==> src/rtl/dmem_access_unit.sv <==
// dmem_access_unit: MEM-stage load/store unit. Registers one load or store,
// runs a single request/grant/response bus transaction, and returns formatted
// load data together with a one-cycle completion pulse.
//
// Handshake: dmem_valid is high while the pipeline presents a load or store.
// The pipeline stalls while dmem_valid && !dmem_ready and advances in the
// single cycle where dmem_ready=1. On the bus, bus_req is held until a cycle
// with bus_gnt. Exactly one bus_rvalid then completes the transaction, for
// reads and writes alike.
module dmem_access_unit #(
    parameter int unsigned TIMEOUT_CYCLES = 256
) (
    input  logic        clk,
    input  logic        rst_n,
    input  logic        mem_read,
    input  logic        mem_write,
    input  logic [2:0]  funct3,
    input  logic [31:0] addr,
    input  logic [31:0] wdata,
    output logic        dmem_valid,
    output logic        dmem_ready,
    output logic [31:0] rdata,
    output logic        lsu_misalign,
    output logic        lsu_fault,
    output logic        bus_req,
    output logic        bus_we,
    output logic [31:0] bus_addr,
    output logic [31:0] bus_wdata,
    output logic [3:0]  bus_wstrb,
    input  logic        bus_gnt,
    input  logic        bus_rvalid,
    input  logic [31:0] bus_rdata,
    input  logic        bus_err,
    output logic [1:0]  dbg_state
);

    typedef enum logic [1:0] {S_IDLE, S_ADDR, S_RESP, S_DONE} state_e;

    state_e      state_q, state_d;
    logic        we_q, we_d;
    logic [2:0]  f3_q, f3_d;
    logic [31:0] addr_q, addr_d;
    logic [31:0] wdata_q, wdata_d;
    logic [3:0]  wstrb_q, wstrb_d;
    logic [31:0] rdata_q, rdata_d;
    logic        misalign_q, misalign_d;
    logic        fault_q, fault_d;
    logic [31:0] tmo_q, tmo_d;

    logic        bad_req;
    logic [3:0]  st_strb;
    logic [31:0] st_data;
    logic [31:0] ld_data;
    logic [31:0] ld_shift;
    logic [15:0] ld_half;
    logic        tmo_hit;

    // Alignment / legality of the request presented in IDLE.
    always_comb begin
        bad_req = 1'b0;
        case (funct3)
            3'b000:  bad_req = 1'b0;
            3'b001:  bad_req = addr[0];
            3'b010:  bad_req = |addr[1:0];
            3'b100:  bad_req = !mem_read;
            3'b101:  bad_req = !mem_read | addr[0];
            default: bad_req = 1'b1;
        endcase
    end

    // Store byte enables and lane-replicated write data.
    always_comb begin
        st_strb = 4'b1111;
        st_data = wdata;
        case (funct3[1:0])
            2'b00: begin
                st_strb = 4'b0001 << addr[1:0];
                st_data = {4{wdata[7:0]}};
            end
            2'b01: begin
                st_strb = 4'b0011 << {addr[1], 1'b0};
                st_data = {2{wdata[15:0]}};
            end
            default: begin
                st_strb = 4'b1111;
                st_data = wdata;
            end
        endcase
    end

    // Load lane selection and sign/zero extension from the latched request.
    always_comb begin
        ld_shift = bus_rdata >> {addr_q[1:0], 3'b000};
        ld_half  = addr_q[1] ? bus_rdata[31:16] : bus_rdata[15:0];
        case (f3_q)
            3'b000:  ld_data = {{24{ld_shift[7]}}, ld_shift[7:0]};
            3'b001:  ld_data = {{16{ld_half[15]}}, ld_half};
            3'b100:  ld_data = {24'h0, ld_shift[7:0]};
            3'b101:  ld_data = {16'h0, ld_half};
            default: ld_data = bus_rdata;
        endcase
    end

    // Last permitted cycle of ADDR+RESP; a zero limit disables the abort.
    assign tmo_hit = (TIMEOUT_CYCLES != 0) && (tmo_q >= 32'(TIMEOUT_CYCLES - 1));

    // Next-state and datapath capture for the transaction FSM.
    always_comb begin
        state_d    = state_q;
        we_d       = we_q;
        f3_d       = f3_q;
        addr_d     = addr_q;
        wdata_d    = wdata_q;
        wstrb_d    = wstrb_q;
        rdata_d    = rdata_q;
        misalign_d = misalign_q;
        fault_d    = fault_q;
        tmo_d      = tmo_q;
        case (state_q)
            S_IDLE: begin
                if (mem_read | mem_write) begin
                    // A simultaneous read and write is a load.
                    we_d       = mem_write & ~mem_read;
                    f3_d       = funct3;
                    addr_d     = addr;
                    wdata_d    = (mem_write & ~mem_read) ? st_data : 32'h0;
                    wstrb_d    = (mem_write & ~mem_read) ? st_strb : 4'b0000;
                    rdata_d    = 32'h0;
                    fault_d    = 1'b0;
                    tmo_d      = 32'h0;
                    misalign_d = bad_req;
                    state_d    = bad_req ? S_DONE : S_ADDR;
                end
            end
            S_ADDR: begin
                tmo_d = tmo_q + 32'd1;
                if (tmo_hit) begin
                    fault_d = 1'b1;
                    rdata_d = 32'h0;
                    state_d = S_DONE;
                end else if (bus_gnt) begin
                    state_d = S_RESP;
                end
            end
            S_RESP: begin
                tmo_d = tmo_q + 32'd1;
                if (bus_rvalid) begin
                    fault_d = bus_err;
                    rdata_d = (bus_err | we_q) ? 32'h0 : ld_data;
                    state_d = S_DONE;
                end else if (tmo_hit) begin
                    fault_d = 1'b1;
                    rdata_d = 32'h0;
                    state_d = S_DONE;
                end
            end
            S_DONE: begin
                misalign_d = 1'b0;
                fault_d    = 1'b0;
                rdata_d    = 32'h0;
                state_d    = S_IDLE;
            end
            default: state_d = S_IDLE;
        endcase
    end

    // State and latched request registers.
    always_ff @(posedge clk or negedge rst_n) begin
        if (!rst_n) begin
            state_q    <= S_IDLE;
            we_q       <= 1'b0;
            f3_q       <= 3'b000;
            addr_q     <= 32'h0;
            wdata_q    <= 32'h0;
            wstrb_q    <= 4'b0000;
            rdata_q    <= 32'h0;
            misalign_q <= 1'b0;
            fault_q    <= 1'b0;
            tmo_q      <= 32'h0;
        end else begin
            state_q    <= state_d;
            we_q       <= we_d;
            f3_q       <= f3_d;
            addr_q     <= addr_d;
            wdata_q    <= wdata_d;
            wstrb_q    <= wstrb_d;
            rdata_q    <= rdata_d;
            misalign_q <= misalign_d;
            fault_q    <= fault_d;
            tmo_q      <= tmo_d;
        end
    end

    assign dmem_valid   = mem_read | mem_write;
    assign dmem_ready   = (state_q == S_DONE);
    assign rdata        = dmem_ready ? rdata_q : 32'h0;
    assign lsu_misalign = dmem_ready & misalign_q;
    assign lsu_fault    = dmem_ready & fault_q;
    assign bus_req      = (state_q == S_ADDR);
    assign bus_we       = we_q;
    assign bus_addr     = {addr_q[31:2], 2'b00};
    assign bus_wdata    = wdata_q;
    assign bus_wstrb    = wstrb_q;
    assign dbg_state    = state_q;

endmodule

==> config.mk <==
export PLATFORM = sky130hd
export DESIGN_NAME = dmem_access_unit
export DESIGN_NICKNAME = d
export VERILOG_FILES = /design/src/rtl/dmem_access_unit.sv
export SDC_FILE = /design/constraint.sdc
export NUM_CORES = 1
export LEC_CHECK = 0
export ABC_AREA = 1
export CAP_MARGIN = 10
export CELL_PAD_IN_SITES_DETAIL_PLACEMENT = 1
export CELL_PAD_IN_SITES_GLOBAL_PLACEMENT = 1
export CORE_ASPECT_RATIO = 0.9
export CORE_MARGIN = 8
export CORE_UTILIZATION = 37
export CTS_CLUSTER_SIZE = 12
export DETAILED_ROUTE_END_ITERATION = 8
export PLACE_DENSITY_LB_ADDON = 0.1
export SLEW_MARGIN = 20
export SYNTH_ARGS = -nofsm -noshare
export SYNTH_HDL_FRONTEND = slang
export SYNTH_SLANG_ARGS = --single-unit
==> constraint.sdc <==
create_clock -name clk -period 3.4 [get_ports clk]
set_input_delay 0.51 -clock clk [delete_from_list [all_inputs] [get_ports clk]]
set_output_delay 0.51 -clock clk [all_outputs]
set_load 0.05 [all_outputs]
### Yosys cells after proc, flatten, opt, wreduce, memory -nomap -nowiden

Index checks and enable logic that the tools add are counted.

* flip-flop bits (word level): 140
* input bits: 106
* output and inout bits: 108
* logic and storage cells: 76

* add/sub/neg operators: 1
* order comparisons: 1
* equality and inequality tests: 14
* shifts and indexed selects: 3
* mux-type cells: 27
* bitwise gates (word level): 7
* reduce and logical (&&, ||, !) cells: 13

Operator list (count)
* 32-bit one-hot mux with 4 select lines: 2
* 32-bit two-way mux: 6
* 32-bit one-hot mux with 2 select lines: 2
* 32-bit by 1-bit adder with 32-bit output (second input constant): 1
* 32-bit by 8-bit greater-or-equal comparator with 1-bit output (second input constant): 1
* 32-bit by 5-bit right shift with 8-bit output: 1
* 16-bit two-way mux: 1
* 3-bit == test (second input constant): 4
* 2-bit two-way mux: 6
* 2-bit one-hot mux with 4 select lines: 1
* 4-bit one-hot mux with 2 select lines: 1
* 3-bit by 1-bit == test with 1-bit output (second input constant): 2
* 3-bit zero test: 2
* 2-bit AND reduction: 3
* 1-bit one-hot mux with 5 select lines: 1
* 2-bit by 1-bit == test with 1-bit output (second input constant): 2
* 2-bit == test (second input constant): 2
* 2-bit zero test: 2
* 1-bit two-way mux: 4
* 4-bit two-way mux: 1
* 1-bit one-hot mux with 4 select lines: 1
* 2-bit nonzero test: 2
* 2-bit OR reduction: 2
* 1-bit by 2-bit << shifter with 4-bit output (first input constant): 1
* other kinds (11): 15

### Longest topological paths before layout

Gate-level depths: netlist (run 1).

* word-level depth: 6
* depth in mapped cells: 11
* depth with buffers taken out: 11

### Worst setup path after synthesis (run 1)

No wires, ideal clock.

* path kind: register to output
* start point: register state_q[0] (netlist: dbg_state[0])
* end point: output rdata[10]
* arrival: 2.196 ns
* required time: 2.890 ns
* path slack: 0.694 ns
* cell stages (with the launch flop): 6
* path buffers: 2
* cell sequence: dfrtp_1 -> ha_1 -> clkbuf_1 -> clkbuf_1 -> nand2_1 -> inv_1

* longest elaborated chain between the ends: 2

RTL lines
* start, declared: line 39 `state_e state_q, state_d;`
* start signal, assigned: line 181 `state_q <= state_d;`
* 2-bit == test: line 195 `assign dmem_ready = (state_q == S_DONE);`
* via dmem_ready: line 21 `output logic dmem_ready,`
* 32-bit two-way mux: line 196 `assign rdata = dmem_ready ? rdata_q : 32'h0;`
* end, declared: line 22 `output logic [31:0] rdata,`

The timed path passes the listed nets, and every way through them passes these cells.

### Final worst setup path (run 1)

* start point: register state_q[0] (netlist: dbg_state[0])
* end point: output rdata[7]

* longest elaborated chain between the ends: 2

RTL lines (line)
* 2-bit == test: 195
* 32-bit two-way mux: 196

No other way between the ends.

==> results of run 1 <==
-- through the flow --
step                setup slack, ps  hold slack (ps)
finish                        488.6            130.3
global route                  318.7            192.3
CTS                           437.3            167.6
detailed placement            677.6            461.3
global placement              791.2            455.1
floorplan                     694.1            214.4
-- cells by family (layout without fill, tap and decap cells) --
logic type	after synthesis	count (layout)
AO/OA/AOI/OAI	141	141
XOR/XNOR	3	3
adder cells (fa/ha/maj)	6	6
buffers and inverters	176	355
flip-flops	140	140
other	1	2
AND/OR/NAND/NOR	585	585
-- worst min-delay path by stage --
stage	from	endpoint	slack [ps]	depth (start not counted)
2_1_floorplan	rst_n	addr_q[0]	210	0
3_3_place_gp	rdata_q[0]	rdata_q[0]	460	2
3_5_place_dp	rdata_q[3]	rdata_q[3]	460	2
4_1_cts	rst_n	bus_wdata[24]	170	1
5_1_grt	rst_n	bus_wdata[25]	190	1
6_report	rst_n	bus_wdata[25]	130	1
-- cells in the final DEF, fill, tap and decap left out, drive strengths merged, types with 17 or more instances in the layout --
cell type	instances
a21oi	25
dfrtp	140
o21ai	79
nand2	390
nand4	20
nand3	39
clkdlybuf4s50	178
inv	111
nor2	124
buf	40
clkbuf	17
-- flip-flops by register name, summed over array words and instances, names as in the netlist, 2 cells and up --
signal and count:
f3_q 3, dbg_state 2, bus_wstrb 4, rdata_q 32, addr_q 32, bus_wdata 32, tmo_q 32
-- layer usage --
layer  track usage [%]  vias to the layer above
li1                  -                     3615
met5                 0                        -
met4             4.715                        2
met2             33.22                      161
met3             7.537                       17
met1             25.54                     3606
-- area by class of cell --
class	count	area (um2)	share of cell area (%)
clock inverter	15	203.9	1.980
timing repair buffer	218	2098	20.37
sequential	140	3503	34.01
clock buffer	17	425.4	4.130
multi-input combinational	737	3349	32.52
inverter	105	395.4	3.838
tap	260	325.3	3.158
-- power breakdown --
| group | internal [mW] | total, mW | switching [mW] |
|---|---|---|---|
| logic | 1.36 | 4.67 | 3.32 |
| clock network | 1.18 | 2.01 | 0.821 |
| registers | 2.18 | 2.58 | 0.394 |
| total | 4.72 | 9.26 | 4.53 |
==> metrics.md, run 1 <==
| Metric | Value |
|---|---|
| Worst Hold Class | in -> async |
| Mux share of post-synthesis cell area | 0% |
| Postcts setup bufs | 0 |
| Power density over the cells | 898.7 mW/mm2 |
| Design area | 0.01030 mm2 |
| FF-to-FF path depth | 6 |
| Slew headroom | between 40% and 50% |
| Crit-path max FO | 16 |
| Internal reg-to-reg setup slack | 890 ps |
| Final Core Density | 50.05% |
| Cell at the slowest stage of the critical path | clkdlybuf4s50_1 |
| HPWL Detailed | 19350 um |
| Share of post-route cells with drive strength above 1 | 8.442% |
| PortBufs | 211 |
| Crit Path Class | reg -> out |
| Worst Setup SP | dbg_state[0] |
| Synth async-reset ratio | 100.0% |
| WP depth | 4 |
| Clock latency at the later pin of the worst-skew pair | 420 ps |
| ANT nets after route | 0 |
| Max-cap viol count | 0 |
| Remaining global-route overflow | 0 |
| Nets@finish | 1331 |
| Fmax | 343.5 MHz |
| DR vias/cell | 4.960 |
| WP buf/inv | 2 |
| CP Data Required Time | between 2000 and 3000 ps |
| Critical Path Sink | rdata[7] |
| Max-slew violations | 0 |
| Hold Fails Final Rpt | 0 |
| Max clock buf depth | 2 |
| Largest family of logic cells by synthesized area | simple AND/OR/NAND/NOR gates |
| Placed instance area | ~0.0097 mm2 |
| Peak supply drop | 0.0005980 V |
| Area leader, netlist | dfrtp_1 |
| CP Launch Type | register |
| Area share of the leading cell type in the synthesized netlist | 45.57% |
| Number of cell rows | 50 |
| CTS clk-pin slew, worst paths | 70 ps |
| Antenna Diode Count | 0 |
| Crit end category | primary output |
| Post-route DRC violation count | 0 |
| Crit-path cells | ha_1 > nand2_1 > inv_1 > clkdlybuf4s50_1 |
| Most frequent cell after synthesis | nand2_1 |
| # resized after CTS | 0 |
| Synth top area cells | dfrtp_1, nand2_1, nor2_1, inv_1, o21ai_0 |
| Post-synth EDFFs | 0 |
| Starting density of the core | between 30% and 40% |
| Vias in the first global route | 7931 |
| Die area | 0.02566 mm2 |
| Slew at the pin closest to its max-slew limit | 825.7 ps |
| GPL Wtd Cong | 0.8129 |
| Layout Cells excl Fill | roughly 1500 |
| FF-to-FF End | rdata_q[19] |
| Pleak | approximately 5.1 nW |
| Initial DRC Count | around 340 |
| Drt wl/cell | approximately 17 um |
| Length of routed met3 wiring | 1937 um |
| Initial antenna violation count | 1 |
| Primary FF master, synth | dfrtp_1 |
| # fillers | 2568 |
| YS warnings | 0 |
| Fin Setup TNS | 0 ps |
| CTS tree | yes |
| Final wirelength | 26050 um |
| Clk root buf | clkbuf_16 |
| Cells after Synth | 1052 |
| Hold_buf cts | 0 |
| Initial DRT Pass Iterations | 4 |
| Routed vias | 7401 |
| Adder-cell share of the synthesized area | 0.9764% |
| Global Route Usage Sum | 20.49% |
| TritonCTS Sinks | 140 |
| Slowest stage delay, CP | 800 ps |
| Top sig layer | met5 |
| Tot Pwr | 9.258 mW |
| H-tree lvl count | 4 |
| Top-level port count | about 210 |
| Period Utilization, post-route | 85.63% |
| Post-Synth XOR/XNOR Area | 0.3417% |
| Mapped cell area | 0.007689 mm2 |
| Compound-gate portion of the synthesized area | between 10% and 20% |
| Seq/Total Area, Yosys | 45.57% |
| Flops & latches, synth | 140 |
| Fin crit period | just under 3000 ps |
| DR WL met2 | 12220 um |
| Critical Path AT | 2400 ps |
| Synth cell count leaders | nand2_1, dfrtp_1, nor2_1 |
| Mean area per synthesized cell | around 7.3 um2 |
| Chip Width | 168.0 um |
| Outcome | complete, no violations |
| Die Y | 152.8 um |
| Simple-gate share of the synthesized area | 31.29% |
| FF-to-FF Start | dbg_state[0] |
| DRT met1 WL | approximately 12000 um |
| RSZ-0062 raised after global routing | false |
| Dpl cells | 1460 |
| Total CTS buffers | 17 |
| Largest delay contributor family on the critical path | buffers and inverters |
| First-pass GRT wire length | 42570 um |
| Yosys cell types | 41 |
| Area grow syn2layout | 33.98% |
| Pin count of the biggest net entering global routing | 87 |
| Core ar. | 0.02058 mm2 |
| # setup viols final | 0 |
| Clk_skew | 7.618 ps |
Power figures use the tool's default switching activity.
==> inputs of run 2 (changes only) <==
GPL_TIMING_DRIVEN = 0   (was unset)
==> metrics.md, run 2 (synthesis gave the netlist of run 1 again) <==
| Metric | Value |
|---|---|
| RSZ-0062 raised after global routing | false |
| Clock latency at the later pin of the worst-skew pair | 430 ps (about the same) |
| Slew at the pin closest to its max-slew limit | 643.0 ps (-182.7 ps) |
| Starting density of the core | 37.36% (unchanged) |
| Internal reg-to-reg setup slack | 1200 ps (+310 ps) |
| FF-to-FF End | tmo_q[20] |
| Pin count of the biggest net entering global routing | 81 (-6.9%) |
| Outcome | finished with violations |
| Critical Path AT | 2780 ps (+380 ps) |
| Max clock buf depth | 2 (unchanged) |
| Fmax | 303.6 MHz (-12%) |
| Core ar. | 0.02058 mm2 (unchanged) |
| Fin crit period | 3294 ps (+382.3 ps) |
| GPL Wtd Cong | 0.8532 (+5.0%) |
| Hold_buf cts | 0 (unchanged) |
| Commonest non-fill, non-tap cell in the layout | nand2_1 |
| Initial antenna violation count | 1 (unchanged) |
| Area grow syn2layout | 40.68% |
| Max-slew violations | 0 (unchanged) |
| PortBufs | 211 (unchanged) |
| Final wirelength | 27640 um (+6.1%) |
| Fin Setup TNS | 0 ps (unchanged) |
| HPWL Detailed | 21160 um (+9.4%) |
| CTS clk-pin slew, worst paths | 70 ps (about the same) |
| Critical Path Sink | rdata[3] |
| Crit-path max FO | 10 (-6) |
| DR vias/cell | 4.972 (+0.23%) |
| Drt wl/cell | 17.75 um (+1.7%) |
| Nets@finish | 1396 (+4.9%) |
| Die Y | 152.8 um (unchanged) |
| Worst Hold Class | in -> async |
| FF-to-FF Start | dbg_state[0] |
| Number of cell rows | 50 (unchanged) |
| Max-cap viol count | 0 (unchanged) |
| Crit end category | primary output |
| Final Core Density | 52.55% (+2.5 points) |
| Remaining global-route overflow | 0 (unchanged) |
| Top-level port count | 214 (unchanged) |
| Crit Path Class | reg -> out |
| Peak supply drop | 0.0005001 V (-16%) |
| Clk_skew | 15.61 ps (+7.990 ps) |
| Placed instance area | 0.01016 mm2 (+5.1%) |
| Design area | 0.01082 mm2 (+5.0%) |
| CP Launch Type | register |
| Total CTS buffers | 17 (unchanged) |
| Layout Cells excl Fill | 1557 (+4.4%) |
| Power density over the cells | 902.8 mW/mm2 (+0.46%) |
| Vias in the first global route | 8259 (+4.1%) |
| Worst setup margin | 106.3 ps (-382.3 ps) |
| FF-to-FF path depth | 11 (+5) |
| First-pass GRT wire length | 44230 um (+3.9%) |
| Hold Fails Final Rpt | 6 (+6) |
| Global Route Usage Sum | 21.60% (+1.1 points) |
| Failing checks | hold timing |
| Worst Setup SP | dbg_state[0] |
| CP Data Required Time | 2890 ps (about the same) |
| # setup viols final | 0 (unchanged) |
| Postcts setup bufs | 0 (unchanged) |
| Initial DRT Pass Iterations | 4 (unchanged) |
| Place WS | 286.0 ps (-391.6 ps) |
| Share of post-route cells with drive strength above 1 | 8.867% (+0.43 points) |
| Hold slack | -21.11 ps (-151.4 ps) |
| Routed vias | 7741 (+4.6%) |
| Commonest non-fill, non-tap cells in the layout | nand2_1, clkdlybuf4s50_1, dfrtp_1, nor2_1, inv_1 |
| Pleak | 5.438 nW (+6.1%) |
| Die area | 0.02566 mm2 (unchanged) |
| Clk root buf | clkbuf_16 |
| Tot Pwr | 9.766 mW (+5.5%) |
| Initial DRC Count | 369 (+7.6%) |
| H-tree lvl count | 4 (unchanged) |
| Chip Width | 168.0 um (unchanged) |
| TritonCTS Sinks | 140 (unchanged) |
| CTS tree | yes |
| Period Utilization, post-route | 96.87% (+11 points) |
| Slew headroom | 57.00% (+12 points) |
| Dpl cells | 1525 (+4.5%) |
| Post-route DRC violation count | 0 (unchanged) |
| Antenna Diode Count | 0 (unchanged) |
| ANT nets after route | 0 (unchanged) |
==> run 2: cell count changes in the layout (fill, tap and decap cells not counted), moves of 2 or more <==
cell | before | now
buf_1 | 0 | 2
buf_2 | 0 | 7
buf_4 | 38 | 33
buf_6 | 1 | 6
clkbuf_1 | 0 | 20
clkbuf_2 | 0 | 3
clkdlybuf4s50_1 | 178 | 203
dlymetal6s2s_1 | 0 | 7
inv_8 | 2 | 4
==> run 2: worst min-delay path by stage <==
stage	slack, ps	to	cells after the start	from
6_report	-20	bus_wdata[24]	1	rst_n
3_3_place_gp	450	rdata_q[1]	2	rdata_q[1]
5_1_grt	20	bus_wdata[24]	1	rst_n
4_1_cts	10	bus_wdata[24]	1	rst_n
3_5_place_dp	460	rdata_q[3]	2	rdata_q[3]
2_1_floorplan	210	addr_q[0]	0	rst_n
==> run 2: power by group <==
group / leakage, nW / internal [mW] / switching (mW)
Combinational: 3.27 / 1.67 / 3.51
Sequential: 1.86 / 2.18 / 0.365
Clock: 0.306 / 1.21 / 0.833
==> run 2: cell type report <==
cell class	count	area [um2]
Clock inverter	14	193.9
Sequential cell	140	3503
Buffer	71	447.9
Inverter	105	395.4
Tap cell	260	325.3
Timing Repair Buffer	212	2162
Clock buffer	18	439.2
Multi-Input combinational cell	737	3349
Fill cell	2531	9766
==> run 2: worst max-delay path: stages (launching register included) <==
cell and delay (ps):
dfrtp_1 460, ha_1 210, clkbuf_1 370, clkbuf_2 360, nand2_1 90, inv_1 60, clkdlybuf4s50_1 800
==> run 2: metal layers <==
| metal | share of wire (%) | track usage, % | vias to the layer above |
|---|---|---|---|
| met5 | 0.047 | 0 | - |
| met4 | 1.4 | 5.395 | 2 |
| met3 | 8.5 | 8.702 | 29 |
| met2 | 47 | 34.96 | 200 |
| met1 | 43 | 26.37 | 3754 |
| li1 | - | - | 3756 |
==> run 2: what timing repair did <==
item,CTS,global route
endpoints found under the setup margin,19,20
gates resized for setup,2,9
pin swaps,0,0
==> inputs of run 3 (changes only) <==
CORE_UTILIZATION = 30   (was 37)
TNS_END_PERCENT = 30   (was unset)
==> metrics.md, run 3 (synthesis gave the netlist of run 1 again) <==
| Metric | Value |
|---|---|
| Outcome | complete, no violations |
| Crit-path max FO | 10 (unchanged) |
| Initial DRT Pass Iterations | 6 (+2) |
| Design area | 0.01096 mm2 (+1.3%) |
| Fin Setup TNS | 0 ps (unchanged) |
| Critical Path AT | 2730 ps (-50 ps) |
| Die Y | 167.9 um (+9.9%) |
| Slew headroom | 52.21% (-4.8 points) |
| Dpl cells | 1608 (+5.4%) |
| Share of post-route cells with drive strength above 1 | 8.867% (unchanged) |
| HPWL Detailed | 21750 um (+2.8%) |
| H-tree lvl count | 4 (unchanged) |
| Cell at the slowest stage of the critical path | clkdlybuf4s50_1 |
| Slowest stage delay, CP | 790 ps (about the same) |
| Area grow syn2layout | 42.57% |
| Power density over the cells | 885.7 mW/mm2 (-1.9%) |
| CP Launch Type | register |
| Clk_skew | 11.45 ps (-4.161 ps) |
| TritonCTS Sinks | 140 (unchanged) |
| GPL Wtd Cong | 0.8366 (-1.9%) |
| Crit-path cells | ha_1 > clkbuf_1 > clkbuf_2 > nand2_1 > inv_1 > clkdlybuf4s50_1 |
| Worst Hold Class | in -> async |
| Vias in the first global route | 8326 (+0.81%) |
| Postcts setup bufs | 0 (unchanged) |
| Hold Fails Final Rpt | 0 (-6) |
| Fmax | 308.9 MHz (+1.7%) |
| Die area | 0.03101 mm2 (+21%) |
| Nets@finish | 1397 (+0.072%) |
| Layout Cells excl Fill | 1641 (+5.4%) |
| CP Data Required Time | 2890 ps (about the same) |
| Chip Width | 184.8 um (+10%) |
| Starting density of the core | 30.53% (-6.8 points) |
| First-pass GRT wire length | 45820 um (+3.6%) |
| # setup viols final | 0 (unchanged) |
| Commonest non-fill, non-tap cells in the layout | nand2_1, clkdlybuf4s50_1, dfrtp_1, nor2_1, inv_1 |
| FF-to-FF Start | dbg_state[0] |
| Hold slack | 104.0 ps (+125.1 ps) |
| Internal reg-to-reg setup slack | 1150 ps (-50 ps) |
| Max-cap viol count | 0 (unchanged) |
| PortBufs | 211 (unchanged) |
| Fin crit period | 3238 ps (-56.10 ps) |
| Routed vias | 7598 (-1.8%) |
| Slew at the pin closest to its max-slew limit | 716.8 ps (+73.85 ps) |
| Peak supply drop | 0.0005322 V (+6.4%) |
| Placed instance area | 0.01029 mm2 (+1.3%) |
| Drt wl/cell | 17.29 um (-2.6%) |
| Clock latency at the later pin of the worst-skew pair | 430 ps (about the same) |
| Clk root buf | clkbuf_16 |
| Max-slew violations | 0 (unchanged) |
| FF-to-FF End | tmo_q[20] |
| Max clock buf depth | 2 (unchanged) |
| CTS tree | yes |
| Core ar. | 0.02519 mm2 (+22%) |
| Period Utilization, post-route | 95.22% (-1.6 points) |
| Pin count of the biggest net entering global routing | 89 (+9.9%) |
| Final wirelength | 28370 um (+2.6%) |
| Number of cell rows | 55 (+10%) |
| Initial antenna violation count | 5 (+4) |
| FF-to-FF path depth | 11 (unchanged) |
| ANT nets after route | 0 (unchanged) |
| Top-level port count | 214 (unchanged) |
| CTS clk-pin slew, worst paths | 60 ps (about the same) |
| Commonest non-fill, non-tap cell in the layout | nand2_1 |
| Total CTS buffers | 17 (unchanged) |
| Remaining global-route overflow | 0 (unchanged) |
| DR vias/cell | 4.630 (-6.9%) |
| Crit Path Class | reg -> out |
| Pleak | 5.631 nW (+3.5%) |
| Global Route Usage Sum | 18.73% (-2.9 points) |
| Post-route DRC violation count | 0 (unchanged) |
| Initial DRC Count | 387 (+4.9%) |
| Crit end category | primary output |
-- run 3: cell type report --
class | instances | area (um2)
Sequential cell | 140 | 3503
Tap cell | 342 | 427.9
Inverter | 105 | 395.4
Timing Repair Buffer | 213 | 2215
Fill cell | 3137 | 14220
Buffer | 71 | 447.9
Multi-Input combinational cell | 737 | 3349
Antenna cell | 2 | 5.005
Clock buffer | 18 | 439.2
Clock inverter | 13 | 178.9
-- run 3: repair_timing --
action,4_1_cts,5_1_grt
setup endpoints to repair,30,17
hold buffers,0,0
gates resized for setup,3,17
-- run 3: metal layers --
metal	GRT usage (%)	part of all wire, %	vias up	wire (um)
li1	-	-	3762	-
met1	23.32	45	3652	12750
met2	29.70	46	161	13040
met3	7.876	8.3	17	2344
met4	4.451	0.68	6	193
met5	0	0.12	-	35
-- run 3: worst max-delay path, delay by kind of cell, from the launching register on --
family | cells | cell delay (ps)
buf+inv | 4 | 1550
flops | 1 | 450
fa+ha+maj | 1 | 210
simple gates | 1 | 90
-- run 3: stage by stage --
stage	setup WS, ps	power (mW)	util [%]
5_1_grt	-0.08771	10.35	43.52
3_3_place_gp	-4519	7.715	40.63
4_1_cts	62.94	9.853	43.33
6_report	162.4	9.709	43.52
3_5_place_dp	378.4	7.773	40.86
2_1_floorplan	694.1	5.921	-
-- run 3: worst max-delay path by stage --
stage / end / from / cells after the start / slack [ps]
after floorplan: rdata[10] / dbg_state[0] / 5 / 690
after global placement: addr_q[16] / rst_n / 1 / -4520
after detailed placement: rdata[17] / dbg_state[0] / 6 / 380
after CTS: rdata[15] / dbg_state[0] / 6 / 60
after global routing: rdata[8] / dbg_state[0] / 6 / -0.09
final: rdata[3] / dbg_state[0] / 6 / 160
-- run 3: power breakdown --
| part | total, mW | internal [mW] | switching (mW) |
|---|---|---|---|
| Combinational | 5.16 | 1.67 | 3.50 |
| Sequential | 2.54 | 2.18 | 0.359 |
| Clock | 2.00 | 1.19 | 0.811 |
| Total | 9.71 | 5.04 | 4.66 |
